`config.mk`:
```
export PLATFORM = sky130hd
export DESIGN_NAME = serializer_pipe
export DESIGN_NICKNAME = d
export VERILOG_FILES = /design/src/rtl/serializer_pipe.sv
export SDC_FILE = /design/constraint.sdc
export NUM_CORES = 1
export LEC_CHECK = 0
export ABC_AREA = 1
export BUFFER_PORTS_ARGS = -buffer_cell sky130_fd_sc_hd__clkbuf_2
export CAP_MARGIN = 20
export CELL_PAD_IN_SITES_DETAIL_PLACEMENT = 1
export CELL_PAD_IN_SITES_GLOBAL_PLACEMENT = 1
export CORE_MARGIN = 2
export CORE_UTILIZATION = 37
export DETAILED_ROUTE_END_ITERATION = 6
export HOLD_SLACK_MARGIN = 0.1
export MAX_ROUTING_LAYER = met4
export PLACE_DENSITY = 0.82
export SKIP_LAST_GASP = 1
export SYNTH_ARGS = -nofsm -noshare
export SYNTH_HDL_FRONTEND = slang
export SYNTH_SLANG_ARGS = --single-unit
```
`constraint.sdc`:
```
create_clock -name CLK -period 1.6 [get_ports CLK]
set_input_delay 0.08 -clock CLK [delete_from_list [all_inputs] [get_ports CLK]]
set_output_delay 0.08 -clock CLK [all_outputs]
set_load 0.01 [all_outputs]
```
`src/rtl/serializer_pipe.sv`:
```
// Parallel-to-serial TX shifter with a one-word holding register and gapless chaining.
// Optional parity bit per frame when SERIALIZER_PARITY_EN is defined.
module serializer_pipe #(
  parameter int DATA_WIDTH = 8,
  parameter bit MSB_FIRST  = 1'b0
) (
  input  logic                  CLK,
  input  logic                  RST,
  input  logic [DATA_WIDTH-1:0] P_DATA,
  input  logic                  data_valid,
  output logic                  data_ready,
  input  logic                  send,
  output logic                  ser_out,
  output logic                  busy,
  output logic                  ser_done
`ifdef SERIALIZER_PARITY_EN
  ,
  input  logic                  par_odd
`endif
);

  localparam int CW = $clog2(DATA_WIDTH);
  localparam logic [CW-1:0] LAST = CW'(DATA_WIDTH - 1);

  typedef enum logic [1:0] {
    IDLE   = 2'd0,
    SHIFT  = 2'd1,
    PARITY = 2'd2
  } state_t;

  state_t state_q;
  state_t state_d;

  logic [DATA_WIDTH-1:0] hold_q;
  logic [DATA_WIDTH-1:0] shift_q;
  logic [DATA_WIDTH-1:0] shift_nx;
  logic                  hold_full_q;
  logic [CW-1:0]         cnt_q;
  logic                  done_q;
  logic                  busy_q;
  logic                  par_q;

  logic accept;
  logic load;
  logic advance;
  logic frame_end;
  logic last;

  assign accept = data_valid & ~hold_full_q;
  assign last   = (cnt_q == LAST);

  // Shift toward whichever end feeds ser_out
  always_comb begin
    if (MSB_FIRST) begin
      shift_nx = {shift_q[DATA_WIDTH-2:0], 1'b0};
    end else begin
      shift_nx = {1'b0, shift_q[DATA_WIDTH-1:1]};
    end
  end

  always_ff @(posedge CLK) begin
    if (RST) begin
      state_q <= IDLE;
    end else begin
      state_q <= state_d;
    end
  end

  always_comb begin
    state_d   = state_q;
    load      = 1'b0;
    advance   = 1'b0;
    frame_end = 1'b0;
    unique case (state_q)
      IDLE: begin
        if (hold_full_q) begin
          load    = 1'b1;
          state_d = SHIFT;
        end
      end
      SHIFT: begin
        if (send) begin
          if (!last) begin
            advance = 1'b1;
          end else begin
`ifdef SERIALIZER_PARITY_EN
            state_d = PARITY;
`else
            frame_end = 1'b1;
`endif
          end
        end
      end
`ifdef SERIALIZER_PARITY_EN
      PARITY: begin
        if (send) begin
          frame_end = 1'b1;
        end
      end
`endif
      default: begin
        state_d = IDLE;
      end
    endcase
    // Frame end chains straight into the held word when one is waiting
    if (frame_end) begin
      if (hold_full_q) begin
        load    = 1'b1;
        state_d = SHIFT;
      end else begin
        state_d = IDLE;
      end
    end
  end

  always_comb begin
    ser_out = 1'b0;
    unique case (state_q)
      SHIFT: begin
        ser_out = MSB_FIRST ? shift_q[DATA_WIDTH-1] : shift_q[0];
      end
      PARITY: begin
        ser_out = par_q;
      end
      default: begin
        ser_out = 1'b0;
      end
    endcase
  end

  always_ff @(posedge CLK) begin
    if (RST) begin
      hold_full_q <= 1'b0;
      cnt_q       <= '0;
      done_q      <= 1'b0;
      busy_q      <= 1'b0;
    end else begin
      done_q <= frame_end;
      busy_q <= (state_d != IDLE);
      if (load) begin
        hold_full_q <= 1'b0;
      end else if (accept) begin
        hold_full_q <= 1'b1;
      end
      if (load) begin
        cnt_q <= '0;
      end else if (advance) begin
        cnt_q <= cnt_q + 1'b1;
      end
    end
  end

  // Word storage carries no reset; validity lives in hold_full_q and state_q
  always_ff @(posedge CLK) begin
    if (accept) begin
      hold_q <= P_DATA;
    end
    if (load) begin
      shift_q <= hold_q;
    end else if (advance) begin
      shift_q <= shift_nx;
    end
  end

`ifdef SERIALIZER_PARITY_EN
  always_ff @(posedge CLK) begin
    if (load) begin
      par_q <= (^hold_q) ^ par_odd;
    end
  end
`else
  assign par_q = 1'b0;
`endif

  assign data_ready = ~hold_full_q;
  assign busy       = busy_q;
  assign ser_done   = done_q;

endmodule
```
==> flow_metrics.py, run 1 <==
metrics = {
    "layout": {
        "n_fill_cell": 278,
        "drive_above_1_share_pct": 30.2,
        "multi_input_area_um2": 275,
        "num_antenna_cells": 0,
        "num-nets-final": 131,
        "fin_cells": 146,
        "regArea_um2": 642,
        "syn2layout_area_growth_pct": 30.9,
    },
    "clocking": {
        "clk_pin_slew_ns": 0.13,
        "cts_tree": "built",
        "cts_buffer_depth": 2,
        "numClockSinks": 24,
        "clock_latency_ns": 0.31,
        "numCtsBuffers": 3,
        "root_buffer": "clkbuf_4",
        "htreeDepth": 1,
        "post_cts_buffers": 0,
    },
    "drt": {
        "drt_first_pass_iters": 4,
        "wl_um": 2020,
        "ant_nets": 0,
        "vias_per_cell": 4.79,
        "vias": 700,
        "routedWlPerCell_um": 13.8,
        "drt_iter0_markers": 3,
        "route.detailed.drc": 0,
    },
    "synth": {
        "yosysTopAreaCell": "edfxtp_1",
        "syn_area_um2": 940,
        "yosysWarnings": 0,
        "synth_top_area_share_pct": 51.1,
        "ys_ff_latch": 24,
        "synth-seq-area-share_pct": 68.2,
        "ys_top_cells_by_area": "edfxtp_1, dfxtp_1, nand2_1",
        "synth_fp_nets": 95,
        "syn_inst": 81,
        "avgSynthCellArea_um2": 11.6,
        "ys_types": 17,
    },
    "grt": {
        "grt.overflow.total": 0,
        "antenna_found_initial": 0,
        "track_usage_pct": 16.6,
        "grt_max_degree": 14,
        "grt_pass1_wl_um": 3280,
        "grt_pass1_vias": 706,
    },
    "status": {
        "outcome": "finished, final reports clean",
    },
    "placement": {
        "gp_congestion": 0.746,
        "io_buffers": 15,
        "post-dp-hpwl_um": 1370,
        "place_ws_ns": 0.0346,
        "dp.cells": 131,
    },
    "worst_setup_path": {
        "cp_common_cell": "ha_1",
        "crit-reg2reg-launch": "cnt_q[0]",
        "endpoint_kind": "register",
        "worst_setup_path_start_kind": "register",
        "startpoint": "cnt_q[0]",
        "crit_type": "register to register",
        "cp_cell_sequence": "ha_1, ha_1, nor2_1, nand2_1, nand2_2",
        "critPathMaxStageDelay_ns": 0.35,
        "cp_data_required_time_ns": 1.62,
        "cp_max_fo": 8,
        "cpMaxStageDelayCell": "dfxtp_2",
        "arrival_ns": 1.51,
    },
    "power_and_ir_drop": {
        "power.leakage_nw": 0.517,
        "finalPower_mw": 1.10,
        "powerDensity_nw_per_um2": 894,
        "max-vdd-ir-drop_mv": 0.582,
    },
    "floorplan": {
        "coreArea_um2": 2430,
        "fp.dieArea_um2": 2960,
        "io_pins": 16,
        "die_h_um": 54.4,
        "start_util_pct": 38.6,
        "rows": 18,
        "die_w_um": 54.4,
    },
    "flow_run": {
        "max_cap_violations": 0,
    },
    "sta": {
        "slew_viol_final": 0,
        "tns_ns": 0,
        "min_period_ns": 1.49,
        "min_period_over_period_pct": 93.2,
        "fin_hold_ws_ns": 0.478,
        "setup_viol": 0,
        "hold_violations": 0,
        "finalClockSkew_ns": 0.00424,
        "layout_setup_ws_ns": 0.109,
        "max_freq_ghz": 0.671,
    },
    "hold_path": {
        "hold_class": "input port to register",
        "worstHoldStart": "P_DATA[1]",
    },
}
## critical path, delay by kind of cell, from the launching register on
family	cells	cell delay (ns)
and+or+nand+nor	3	0.47
adders and majority gates	2	0.38
DFF	1	0.35
## repair_timing
item	CTS	global route
hold buffers	11	0
resized for setup	0	2
setup endpoints to repair	0	11
hold endpoints to repair	12	0
## state kept, by name, summed over array words and instances (netlist names)
signal / flops
ser_done: 1
hold_full_q: 1
state_q: 2
hold_q: 8
shift_q: 8
cnt_q: 3
busy: 1
## synthesized netlist by cell type, drive strengths merged
cell type  number
a21oi           5
nand2          23
nor4            1
nand3          10
nor2            7
nor3b           1
ha              2
conb            1
inv             7
edfxtp         16
dfxtp           8
## path summary, 6_finish.rpt
kind | cells after the start | to | slack, ns
setup reg to reg | 5 | shift_q[4] | 0.11
hold reg to reg | 2 | cnt_q[1] | 0.49
hold / removal | 2 | hold_q[1] | 0.48
setup / recovery | 5 | shift_q[4] | 0.11
## cell type report
cell class | instances | area share (%)
Clock buffer | 3 | 1.83
Clock inverter | 1 | 0.305
Inverter | 7 | 2.14
Multi-Input combinational cell | 50 | 22.4
Sequential cell | 24 | 52.2
Tap cell | 30 | 3.05
Timing Repair Buffer | 31 | 18.1
## through the flow
step	area, µm²	utilization [%]
finish	1230	50.6
global route	1230	50.6
CTS	1230	50.4
detailed placement	1090	44.8
global placement	1090	44.8
floorplan	940	-
## kinds of logic (layout without fill, tap and decap cells)
kind of cell / count (synthesis) / count (layout) / synth area share, %
and+or+nand+nor: 42 / 42 / 21.7
DFF: 24 / 24 / 68.2
buffers and inverters: 7 / 42 / 2.80
AOI/OAI and AO/OA: 5 / 5 / 4.26
adders and majority gates: 2 / 2 / 2.66
other: 1 / 1 / 0.399
## where the power goes
group	switching [mW]	total, mW	internal (mW)
Combinational	0.0627	0.117	0.0540
Sequential	0.0135	0.710	0.696
Clock	0.182	0.273	0.0911
Total	0.258	1.10	0.841
## layout by cell type, fill, tap and decap left out
cell	instances
clkbuf_2	15
nor3b_1	1
clkinv_1	1
nor2_4	1
buf_4	5
inv_2	1
nand2_4	2
dfxtp_1	7
a21oi_2	4
nand3_1	10
conb_1	1
edfxtp_1	16
a21oi_1	1
nor2_2	1
nand2_2	2
nor4_1	1
dfxtp_2	1
clkbuf_4	3
ha_1	2
inv_1	6
nand2_1	19
dlygate4sd3_1	11
nor2_1	5
## layer usage
| layer | vias to the layer above | GRT usage, % | wire length [µm] |
|---|---|---|---|
| met5 | - | - | 0 |
| met4 | 0 | 8.75 | 43 |
| met3 | 4 | 1.64 | 50 |
| met2 | 18 | 28.7 | 1090 |
| met1 | 338 | 19.0 | 832 |
| li1 | 340 | - | - |
Power figures use the tool's default switching activity.
==> inputs of run 2 (changes only) <==
--- a/config.mk
+++ b/config.mk
@@ -5,13 +5,13 @@
 export SDC_FILE = /design/constraint.sdc
 export NUM_CORES = 1
 export LEC_CHECK = 0
-export ABC_AREA = 1
 export BUFFER_PORTS_ARGS = -buffer_cell sky130_fd_sc_hd__clkbuf_2
 export CAP_MARGIN = 20
 export CELL_PAD_IN_SITES_DETAIL_PLACEMENT = 1
 export CELL_PAD_IN_SITES_GLOBAL_PLACEMENT = 1
 export CORE_MARGIN = 2
-export CORE_UTILIZATION = 37
+export CORE_UTILIZATION = 39
+export CTS_CLUSTER_SIZE = 40
 export DETAILED_ROUTE_END_ITERATION = 6
 export HOLD_SLACK_MARGIN = 0.1
 export MAX_ROUTING_LAYER = met4
==> run 2 against run 1 <==
Net effect:
- combinational power fell by 5%
- largest power group unchanged
- final cell count is 18% lower
- power fell by 2.3%
- the run now ends with setup timing left
- register-to-register slack worse by 0.18 ns
==> flow_metrics.py, run 2 <==
metrics = {
    "status": {
        "outcome": "complete, but fails checks",
        "violations": "setup timing",
    },
    "power_and_ir_drop": {
        "p_sw_mw": 0.224,
        "powerDensity_nw_per_um2": 858,
        "power.leakage_nw": 0.495,
        "p_int_mw": 0.850,
        "max-vdd-ir-drop_mv": 0.488,
        "finalPower_mw": 1.07,
        "seqPwrFrac_pct": 65.9,
        "swShare_pct": 20.8,
        "pwr-share-clk_pct": 23.8,
        "comb_power_share_pct": 10.3,
    },
    "worst_setup_path": {
        "worst_setup_path_start_kind": "register",
        "cp_max_fo": 3,
        "endpoint_kind": "register",
        "crit_type": "register to register",
        "cp_data_required_time_ns": 1.67,
        "arrival_ns": 1.74,
    },
    "placement": {
        "post-dp-hpwl_um": 1210,
        "io_buffers": 15,
        "placed_area_um2": 1100,
        "gp_congestion": 0.719,
    },
    "clocking": {
        "root_buffer": "clkbuf_4",
        "cts_tree": "built",
        "clock_latency_ns": 0.30,
        "clk_pin_slew_ns": 0.12,
        "numClockSinks": 24,
        "numCtsBuffers": 3,
        "cts_buffer_depth": 2,
        "htreeDepth": 1,
    },
    "synth": {
        "yosysMostFrequentCell": "edfxtp_1",
        "synth_edf_count": 16,
        "synth_fp_nets": 69,
        "synth_ff_type": "edfxtp_1",
        "avgSynthCellArea_um2": 16.7,
        "yosys-top-cells-count": "edfxtp_1, dfxtp_1, nor3_1, mux2_4, mux2_2",
        "synth_top_area_share_pct": 52.2,
        "yosysWarnings": 0,
        "syn_area_um2": 921,
        "ys_top_cells_by_area": "edfxtp_1, dfxtp_1, mux2_4",
        "syn_inst": 55,
        "async_reset_ff_share_pct": 0,
        "yosysTopAreaCell": "edfxtp_1",
        "ys_ff_latch": 24,
        "ys_types": 21,
        "synth-seq-area-share_pct": 69.6,
    },
    "sta": {
        "setup_viol": 7,
        "fin_hold_ws_ns": 0.139,
        "min_period_over_period_pct": 104,
        "hold_violations": 0,
        "slew_viol_final": 0,
        "grt_setup_unrepaired": "yes",
        "max_freq_ghz": 0.600,
        "layout_setup_ws_ns": -0.0669,
        "min_period_ns": 1.67,
        "finalClockSkew_ns": 0.00322,
        "tns_ns": -0.384,
    },
    "hold_path": {
        "hold_class": "input port to register",
    },
    "grt": {
        "track_usage_pct": 14.7,
        "grt_max_degree": 14,
        "grt_pass1_wl_um": 2680,
        "grt.overflow.total": 0,
        "antenna_found_initial": 0,
        "grt_pass1_vias": 557,
    },
    "floorplan": {
        "die_w_um": 52.6,
        "fp.dieArea_um2": 2770,
        "rows": 17,
        "die_h_um": 52.6,
        "start_util_pct": 41.6,
        "io_pins": 16,
        "coreArea_um2": 2210,
    },
    "layout": {
        "mostFrequentLayoutCells": "edfxtp_1, clkbuf_2, dlygate4sd3_1",
        "n_fill_cell": 223,
        "fin_area_um2": 1250,
        "multi_input_area_um2": 298,
        "largestRegisters": "hold_q (8), shift_q (8), cnt_q (3)",
        "drive_above_1_share_pct": 45.7,
        "final_common_cell": "edfxtp_1",
        "num-nets-final": 107,
        "syn2layout_area_growth_pct": 36.0,
        "num_antenna_cells": 0,
        "regArea_um2": 643,
    },
    "drt": {
        "drt_iter0_markers": 7,
        "wl_um": 1670,
        "vias": 559,
        "ant_nets": 0,
        "drt_first_pass_iters": 3,
        "route.detailed.drc": 0,
        "vias_per_cell": 4.66,
        "routedWlPerCell_um": 13.9,
    },
    "flow_run": {
        "max_cap_violations": 0,
    },
}
==> run 2: cell count changes after synthesis, sizes merged, moves of 4 or more <==
cell,delta
nand3,-10
a21oi,-4
nand2,-22
mux2,+7
nor3,+6
nor2,-6
inv,-6
==> run 2: cell type report <==
cell class / count / share of cell area, %
sequential: 24 / 51.3
tap: 28 / 2.80
inverter: 1 / 0.300
timing repair buffer: 34 / 19.7
clock inverter: 1 / 0.300
clock buffer: 3 / 1.80
multi-input combinational: 29 / 23.8
==> run 2: what timing repair did <==
action	in CTS	in global routing
resized for setup	2	0
setup buffers	1	2
hold buffers	10	0
pin swaps	0	1
setup endpoints to repair	15	15
endpoints found under the hold margin	15	0
==> run 2: cells by family (layout without fill, tap and decap cells) <==
group	Yosys count	count (layout)	synth area share (%)
AOI/OAI and AO/OA	2	2	2.72
xor gates and xnor gates	1	1	0.951
adders and majority gates	2	2	2.72
buffers and inverters	2	39	1.63
DFF	24	24	69.6
muxes	9	9	12.4
other	1	1	0.407
and+or+nand+nor	14	14	9.65
==> run 2: layer usage <==
metal | track usage, % | part of all wire, %
met4 | 3.85 | 0
met3 | 3.43 | 3.2
met5 | - | 0
met2 | 24.2 | 57
met1 | 18.1 | 40
==> run 2: critical path: stages, from the launching register on <==
cell and delay [ns]:
dfxtp_2 0.37, ha_4 0.14, ha_4 0.13, nand2_4 0.06, a211oi_4 0.23, buf_4 0.17, mux2_2 0.33
==> run 2: path summary, 6_finish.rpt <==
check                           slack (ns)  depth (start not counted)           to        start
worst min-delay path                  0.14                          4     ser_done         send
worst max-delay path                 -0.07                          6   shift_q[0]     cnt_q[1]
worst max register to register       -0.07                          6   shift_q[0]     cnt_q[1]
worst min register to register        0.54                          2  hold_full_q  hold_full_q
==> run 2: power by group through the flow <==
stage | combinational [mW] | clock [mW] | sequential [mW]
floorplan | 0.0496 | 0 | 0.718
global placement | 0.0825 | 0 | 0.721
detailed placement | 0.0865 | 0 | 0.723
CTS | 0.109 | 0.271 | 0.708
global route | 0.121 | 0.303 | 0.711
finish | 0.111 | 0.256 | 0.708
==> run 2: through the flow <==
stage          setup slack [ns]  instances  util, %
6_report                -0.0669        120     56.6
5_1_grt                  -0.121        120     56.6
3_3_place_gp           -0.00843        103     49.6
3_5_place_dp            -0.0797        103     49.6
2_1_floorplan           -0.0407         55        -
4_1_cts                 -0.0899        118     55.9
